$ cat config.mk
export PLATFORM = sky130hd
export DESIGN_NAME = seven_seg_scan_mux
export DESIGN_NICKNAME = d
export VERILOG_FILES = /design/src/rtl/seven_seg_scan_mux.sv
export SDC_FILE = /design/constraint.sdc
export NUM_CORES = 1
export LEC_CHECK = 0
export CAP_MARGIN = 25
export CORE_AREA = 2 2 54 94
export DETAILED_ROUTE_END_ITERATION = 10
export DIE_AREA = 0 0 56 96
export PLACE_DENSITY = 0.76
export SYNTH_ARGS = -nofsm -noshare
export SYNTH_HDL_FRONTEND = slang
export SYNTH_SLANG_ARGS = --single-unit
export TNS_END_PERCENT = 50
$ cat constraint.sdc
create_clock -name clk -period 3.6 [get_ports clk]
set_input_delay 0.54 -clock clk [delete_from_list [all_inputs] [get_ports clk]]
set_output_delay 0.54 -clock clk [all_outputs]
set_load 0.1 [all_outputs]
$ cat src/rtl/seven_seg_scan_mux.sv
// Time-multiplexed driver for a 4-digit common-anode 7-segment display.
// Scans digit 0..3 with a blanking gap per slot and optional leading-zero suppression.
module seven_seg_scan_mux #(
    parameter int unsigned REFRESH_DIV  = 50000,
    parameter int unsigned BLANK_CYCLES = 500
) (
    input  logic        clk,
    input  logic        reset,
    input  logic        enable,
    input  logic [15:0] digits,
    input  logic [3:0]  dp,
    input  logic        blank_lz,
    output logic [3:0]  io_7seg_select,
    output logic [7:0]  io_7seg,
    output logic        scan_tick
);

    localparam int unsigned CW = (REFRESH_DIV > 2) ? $clog2(REFRESH_DIV) : 1;

    typedef enum logic [0:0] {StIdle, StActive} state_t;

    state_t        state;
    logic [CW-1:0] cnt;
    logic [1:0]    idx;
    logic [15:0]   sh_digits;
    logic [3:0]    sh_dp;
    logic          sh_blank_lz;

    logic          load;
    logic          wrap;
    logic          in_blank;
    logic [15:0]   eff_digits;
    logic [3:0]    eff_dp;
    logic          eff_blank_lz;
    logic [3:0]    nibble;
    logic [6:0]    pattern;
    logic          lz_blank;
    logic [3:0]    sel_next;
    logic [7:0]    seg_next;

    always_comb begin
        load     = (state == StActive) && (cnt == '0) && (idx == 2'd0);
        wrap     = (cnt == CW'(REFRESH_DIV - 1));
        in_blank = (cnt < CW'(BLANK_CYCLES));

        // Bypass the shadow on the load cycle so a zero-length blank gap still shows fresh data
        eff_digits   = load ? digits   : sh_digits;
        eff_dp       = load ? dp       : sh_dp;
        eff_blank_lz = load ? blank_lz : sh_blank_lz;

        nibble = eff_digits[{idx, 2'b00} +: 4];

        pattern = 7'b0000001;
        case (nibble)
            4'd0:    pattern = 7'b1111110;
            4'd1:    pattern = 7'b0110000;
            4'd2:    pattern = 7'b1101101;
            4'd3:    pattern = 7'b1111001;
            4'd4:    pattern = 7'b0110011;
            4'd5:    pattern = 7'b1011011;
            4'd6:    pattern = 7'b1011111;
            4'd7:    pattern = 7'b1110000;
            4'd8:    pattern = 7'b1111111;
            4'd9:    pattern = 7'b1111011;
            default: pattern = 7'b0000001;
        endcase

        lz_blank = 1'b0;
        unique case (idx)
            2'd3: lz_blank = (eff_digits[15:12] == 4'd0);
            2'd2: lz_blank = (eff_digits[15:8] == 8'd0);
            2'd1: lz_blank = (eff_digits[15:4] == 12'd0);
            2'd0: lz_blank = 1'b0;
        endcase
        lz_blank = lz_blank & eff_blank_lz;

        sel_next = ~(4'b0001 << idx);
        seg_next = {~eff_dp[idx], lz_blank ? 7'h7F : ~pattern};
    end

    always_ff @(posedge clk) begin
        if (reset) begin
            state          <= StActive;
            cnt            <= '0;
            idx            <= 2'd0;
            sh_digits      <= 16'd0;
            sh_dp          <= 4'd0;
            sh_blank_lz    <= 1'b0;
            io_7seg_select <= 4'hF;
            io_7seg        <= 8'hFF;
            scan_tick      <= 1'b0;
        end else begin
            io_7seg_select <= 4'hF;
            io_7seg        <= 8'hFF;
            scan_tick      <= 1'b0;
            case (state)
                StIdle: begin
                    cnt <= '0;
                    idx <= 2'd0;
                    if (enable) state <= StActive;
                end
                StActive: begin
                    if (load) begin
                        sh_digits   <= digits;
                        sh_dp       <= dp;
                        sh_blank_lz <= blank_lz;
                    end
                    if (!in_blank) begin
                        io_7seg_select <= sel_next;
                        io_7seg        <= seg_next;
                    end
                    if (!enable) begin
                        state <= StIdle;
                        cnt   <= '0;
                        idx   <= 2'd0;
                    end else if (wrap) begin
                        cnt       <= '0;
                        idx       <= idx + 2'd1;
                        scan_tick <= 1'b1;
                    end else begin
                        cnt <= cnt + 1'b1;
                    end
                end
                default: state <= StIdle;
            endcase
        end
    end

endmodule

==> impl_metrics.env, run 1 <==
export IMPL_ff2ff_path_depth=12
export IMPL_htree_num_levels=2
export IMPL_yosysTopAreaCell="dfxtp_1"
export IMPL_synthesis_nets=275
export IMPL_final_cells=332
export IMPL_synth_area_sq_um=2350
export IMPL_route_detailed_drc=0
export IMPL_die_x_microns=56
export IMPL_synthArstFlopShare_pct=0
export IMPL_wl_per_cell_microns=14.90
export IMPL_grt_start_max_net_pins=24
export IMPL_io_pins=37
export IMPL_hpwl_microns=3841
export IMPL_core_area_sq_um=4624
export IMPL_grt_pass1_vias=1899
export IMPL_fin_crit_ns=3.215
export IMPL_hold_viol=0
export IMPL_ys_top_cells_by_count="dfxtp_1 (53), nor2_1 (46), mux2i_1 (25)"
export IMPL_outcome="finished, final reports clean"
export IMPL_peakVddDrop_mv=0.2933
export IMPL_wl_microns=4948
export IMPL_via_per_inst=5.599
export IMPL_maxSlewHeadroom_pct=34.41
export IMPL_drt_iter0_markers=52
export IMPL_synth_top_area_share_pct=45.15
export IMPL_grt_ovfl_total=0
export IMPL_crit_type="reg -> reg"
export IMPL_crit_fanout=15
export IMPL_cts_resized=0
export IMPL_dieArea_sq_um=5376
export IMPL_worstHoldPathCells=1
export IMPL_drv_cap=0
export IMPL_min_path_type="reg -> reg"
export IMPL_clk_pin_slew_worst_paths_ns=0.09
export IMPL_dp_cells=324
export IMPL_die_h_microns=96
export IMPL_ys_flop_type="dfxtp_1"
export IMPL_powerDensity_nw_per_um2=406.0
export IMPL_slew_viol_final=0
export IMPL_numPortBuffers=36
export IMPL_area_growth_pct=22.58
export IMPL_clock_latency_ns=0.31
export IMPL_yosysMostFrequentCell="dfxtp_1"
export IMPL_seq_area_frac_synth_pct=45.15
export IMPL_place_congestion=0.9067
export IMPL_grt_pass1_wl_microns=8148
export IMPL_synth_edf_count=0
export IMPL_initial_core_util_pct=50.81
export IMPL_layout_drive_gt1_share_pct=6.429
export IMPL_synth_cell_types=36
export IMPL_cts_tree="done"
export IMPL_first_pass_iters=4
export IMPL_end_kind="flop"
export IMPL_finClkSkew_ns=0.003816
export IMPL_antenna_diode_count=0
export IMPL_cts_made_buffers=5
export IMPL_cp_arrival_ns=3.38
export IMPL_fillers=387
export IMPL_leakage_nw=1.165
export IMPL_grt_usage_pct=19.47
export IMPL_required_ns=3.77
export IMPL_rsz0062_at_grt="false"
export IMPL_root_buffer="clkbuf_8"
export IMPL_max_freq_mhz=311.0
export IMPL_antenna_found_initial=0
export IMPL_fin_crit_sh_pct=89.31
export IMPL_clock_sinks=53
export IMPL_setup_tns_final_ns=0
export IMPL_synth_area_leaders="dfxtp_1 (45%), mux2i_1 (11%), nor2_1 (7.3%)"
export IMPL_synth_seq_cells=53
export IMPL_syn_instance_count=239
export IMPL_yosys_warnings=0
export IMPL_cts_hold_buf=0
export IMPL_cts_setup_buffers=0
export IMPL_clk_path_buf_depth=2
export IMPL_setup_viol=0
export IMPL_num_rows=33
export IMPL_ant_nets=0
export IMPL_vias=1859
export IMPL_worst_pin_slew_ns=0.9807
export IMPL_final_nets=315
export IMPL_postSynthAreaPerCell_sq_um=9.832
export IMPL_start_kind="flop"
[path summary, 6_finish.rpt]
path | start | to | slack, ns
worst max-delay path | idx[1] | io_7seg[3] | 0.38
worst min-delay path | cnt[0] | cnt[0] | 0.49
worst max register to register | idx[1] | io_7seg[3] | 0.38
worst min register to register | cnt[0] | cnt[0] | 0.49
[area by class of cell]
cell class / instances / area [sq um] / share of cell area [%]
well taps: 52 / 65.06 / 2.259
clock inverters: 1 / 30.03 / 1.043
inverters: 10 / 37.54 / 1.303
clock buffers: 7 / 86.33 / 2.997
flip-flops and latches: 53 / 1061 / 36.84
multi-input cells: 169 / 1210 / 42.01
repair buffers: 40 / 390.4 / 13.55
[kinds of logic (layout without fill, tap and decap cells)]
logic type                 Yosys count  in the layout  share of synthesized area (%)
AOI/OAI and AO/OA                   15             15                          4.207
xor gates and xnor gates            15             15                          5.591
adders and majority gates           12             12                          6.390
buffers and inverters               17             58                          3.354
DFF                                 53             53                          45.15
muxes                               30             30                          15.44
and+or+nand+nor                     97             97                          19.86
[layout by cell type, fill, tap and decap left out, types with 3 or more instances in the layout]
cell type         n
and2_1            3
buf_4             4
clkbuf_8          6
clkdlybuf4s50_1  36
dfxtp_1          53
ha_1             12
inv_1             9
mux2i_1          25
mux4_2            5
nand2_1          11
nand2b_1          3
nand3_1           9
nand4_1           6
nor2_1           46
nor3_1            3
nor4_1            5
o211ai_1          4
o21ai_1           4
or4_1             3
xnor2_1           7
xor2_1            8
[state kept, by name, indices dropped and copies added (netlist names)]
name / flops
cnt: 16
sh_digits: 16
io_7seg: 8
io_7seg_select: 4
sh_dp: 4
idx: 2
scan_tick: 1
sh_blank_lz: 1
state: 1
[worst max-delay path, cell delays in order, from the launching register on]
cell and delay (ns):
dfxtp_1 0.43, inv_1 0.17, ha_1 0.20, nor4b_1 0.23
nand4b_1 0.17, and4bb_1 0.30, buf_4 0.26, mux2i_1 0.16
mux4_2 0.56, ha_1 0.32, inv_1 0.06, mux2i_1 0.13
o211ai_1 0.09
[per-stage QoR]
| stage | hold WS [ns] | worst slack (ns) | util, % | power [mW] | cell area (sq um) |
|---|---|---|---|---|---|
| after floorplan | 0.4418 | 0.3556 | - | 0.7189 | 2350 |
| after global routing | 0.5327 | 0.1127 | 62.28 | 1.215 | 2880 |
| after detailed placement | 0.4717 | 0.4291 | 59.77 | 0.7696 | 2764 |
| after global placement | 0.4602 | 0.5548 | 59.77 | 0.7662 | 2764 |
| after CTS | 0.4932 | 0.3887 | 62.28 | 1.176 | 2880 |
| final | 0.4941 | 0.3850 | 62.28 | 1.169 | 2880 |
[routing by layer]
layer	GRT usage (%)	part of all wire, %
met4	13.29	4.9
met3	3.360	3.9
met2	37.55	54
met5	0	0
met1	18.26	37
[report_power, final]
part	internal [mW]	switching, mW
logic	0.0727	0.0716
registers	0.605	0.00891
clock network	0.227	0.184
total	0.904	0.265
(Power assumes the default switching activity.)
==> inputs of run 2 (changes only) <==
--- a/config.mk
+++ b/config.mk
@@ -13,4 +13,4 @@
 export SYNTH_ARGS = -nofsm -noshare
 export SYNTH_HDL_FRONTEND = slang
 export SYNTH_SLANG_ARGS = --single-unit
-export TNS_END_PERCENT = 50
+export TNS_END_PERCENT = 100
==> results of run 2 <==
The final DEF is identical to that of run 1; final timing and power are the same.
==> inputs of run 3 (changes only) <==
--- a/config.mk
+++ b/config.mk
@@ -9,6 +9,7 @@
 export CORE_AREA = 2 2 54 94
 export DETAILED_ROUTE_END_ITERATION = 10
 export DIE_AREA = 0 0 56 96
+export GPL_ROUTABILITY_DRIVEN = 0
 export PLACE_DENSITY = 0.76
 export SYNTH_ARGS = -nofsm -noshare
 export SYNTH_HDL_FRONTEND = slang
==> results of run 3 <==
The final DEF is identical to that of run 1; final timing and power are the same.
==> edit, RTL diff (config.mk and constraints of run 2) <==
Set the parameter `REFRESH_DIV` to 200000 (it was 50000).
--- a/src/rtl/seven_seg_scan_mux.sv
+++ b/src/rtl/seven_seg_scan_mux.sv
@@ -2,5 +2,5 @@
 // Scans digit 0..3 with a blanking gap per slot and optional leading-zero suppression.
 module seven_seg_scan_mux #(
-    parameter int unsigned REFRESH_DIV  = 50000,
+    parameter int unsigned REFRESH_DIV  = 200000,
     parameter int unsigned BLANK_CYCLES = 500
 ) (
Behaviour: same outputs for any inputs over 10 cycles, from zero or initial values and one cycle with reset high; that may be too few to reach the edited logic, so the function may still have changed.
==> edit against run 2 <==
Setup slack improved by 20 ps. Highest routed layer unchanged. Via count rose by 24%. Area after synthesis rose by 16%. Non-clock buffer count rose by 1. Routed wire length rose by 22%. Global-route usage rose by 4.1 points. Sequential share of layout area fell by 2.9 points. Sequential cell count rose by 2. Cell area rose by 13%. Critical path type unchanged. Largest cell class unchanged. Sequential power rose by 3.9%. Total power rose by 3.0%. Fmax rose by 0.61%. Die area did not move.
==> edit: results (changes against run 2) <==
| Metric | Value |
|---|---|
| Placed cells | 388 (+20%) |
| Num CTS Buffers | 5 (unchanged) |
| Final WL | 6060 um (+22%) |
| RePlAce Congestion | 0.907 (about the same) |
| Hold path start | sh_digits[2] |
| Sw Pwr | 0.298 mW (+12%) |
| Detail Placement HPWL | 4610 um (+20%) |
| Wire per inst | 15.3 um (+2.7%) |
| Critical path peak fanout | 19 (+4) |
| Layout Nets | 379 (+20%) |
| DRT iter0 DRCs | 71 (+37%) |
| Worst r2r path cells | 13 (+1) |
| Post-CTS Resized | 0 (unchanged) |
| Synth top cells by count | 55 x dfxtp_1, 46 x nand2_1, 33 x nor2_1, 20 x o21ai_0, 19 x a21oi_1 |
| R2r startpoint | idx[1] |
| Later-pin clock latency in the skew report | between 300 and 400 ps |
| Initial antenna violation count | 0 (unchanged) |
| Drt pass-1 iters | 5 (+1) |
| First-pass GRT wire length | 10,000 um (+23%) |
| Leak | 1.27 nW (+8.7%) |
| H-tree levels | 2 (unchanged) |
| Share of layout cells above drive strength 1 | 9.59% (+3.2 points) |
| Ant. Diodes | 0 (unchanged) |
| Biggest regs | cnt x18, sh_digits x16, io_7seg x8 |
| Vias in the first global route | 2,218 (+17%) |
| Vias per cell | 5.82 (+4.0%) |
| Worst VDD drop | 335 uV (+14%) |
| Sequential share of the synthesized area | 40.5% (-4.7 points) |
| Clk_skew | 4.29 ps (+0.478 ps) |
| Mapped Cells | 305 (+28%) |
| Clk buf depth | 2 (unchanged) |
| Min-Delay Path Depth | 2 (+1) |
| Status | complete, no violations |
| Syn Nets | 341 (+24%) |
| Library cells used by synthesis | 55 (+53%) |
| Overall global routing resource usage | 23.6% (+4.1 points) |
| Least-Margin Pin Slew | 979 ps (-2.07 ps) |
| Synth area leaders | dfxtp_1 40%, nand2_1 6.3%, ha_1 5.5%, mux2i_1 5.5%, nor2_1 4.6% |
edit: cell count changes after synthesis, sizes merged, moves of 3 or more:
| cell | change |
|---|---|
| clkbuf | +3 |
| a22oi | +4 |
| or3 | +3 |
| mux2i | -10 |
| and3 | +4 |
| o211ai | -4 |
| a211oi | +4 |
| a21oi | +19 |
| nand2 | +36 |
| nor2 | -11 |
| o21ai | +21 |
edit: worst paths after layout:
check | end | slack (ps)
setup reg to reg | io_7seg[3] | 400
hold / removal | sh_digits[2] | 480
hold reg to reg | sh_digits[2] | 480
setup / recovery | io_7seg[3] | 400
edit: cell type report:
type	instances	area [um^2]
Tap cell	52	65.1
Inverter	10	37.5
Fill cell	383	1380
Timing Repair Buffer	41	398
Clock buffer	5	68.8
Sequential cell	55	1100
Multi-Input combinational cell	230	1530
Clock inverter	3	43.8
edit: layer usage:
metal | GRT usage [%] | share of wire [%] | vias up | wire length (um)
li1 | - | - | 1132 | -
met1 | 24.6 | 38 | 1088 | 2310
met2 | 44.7 | 55 | 69 | 3330
met3 | 4.44 | 4.3 | 16 | 262
met4 | 11.5 | 2.7 | 0 | 163
met5 | 0 | 0 | - | 0
edit: metrics by stage:
step                      power, mW  hold WS (ps)  cell area, um^2  util, %  setup WS (ps)
after global routing           1.24           517             3240     70.1            167
final                          1.20           481             3240     70.1            405
after global placement        0.803           462             3130     67.6            490
after CTS                      1.21           482             3240     70.1            400
after detailed placement      0.806           467             3130     67.6            433
after floorplan               0.751           442             2720        -            620
edit: cell families after synthesis:
logic type      synth area share [%]
fa+ha+maj                       5.52
mux                             8.69
buf+inv                         3.40
flops                           40.5
simple gates                    24.2
xor+xnor                        3.86
compound gates                  13.8
edit: power groups by stage:
stage / sequential (mW) / clock (mW) / combinational (mW)
4_1_cts: 0.638 / 0.417 / 0.155
3_5_place_dp: 0.652 / 0 / 0.154
6_report: 0.638 / 0.412 / 0.155
3_3_place_gp: 0.651 / 0 / 0.151
5_1_grt: 0.640 / 0.432 / 0.170
2_1_floorplan: 0.648 / 0 / 0.103
edit: worst max-delay path, cell delays in order (launching register included):
cell	delay, ps
dfxtp_1	400
inv_1	270
ha_1	230
and4bb_1	260
nand4_4	280
nor2_8	400
mux2i_1	160
mux2i_1	160
nor2_1	60
or2_1	280
ha_1	310
a21oi_1	40
a31oi_1	150
o21ai_1	70
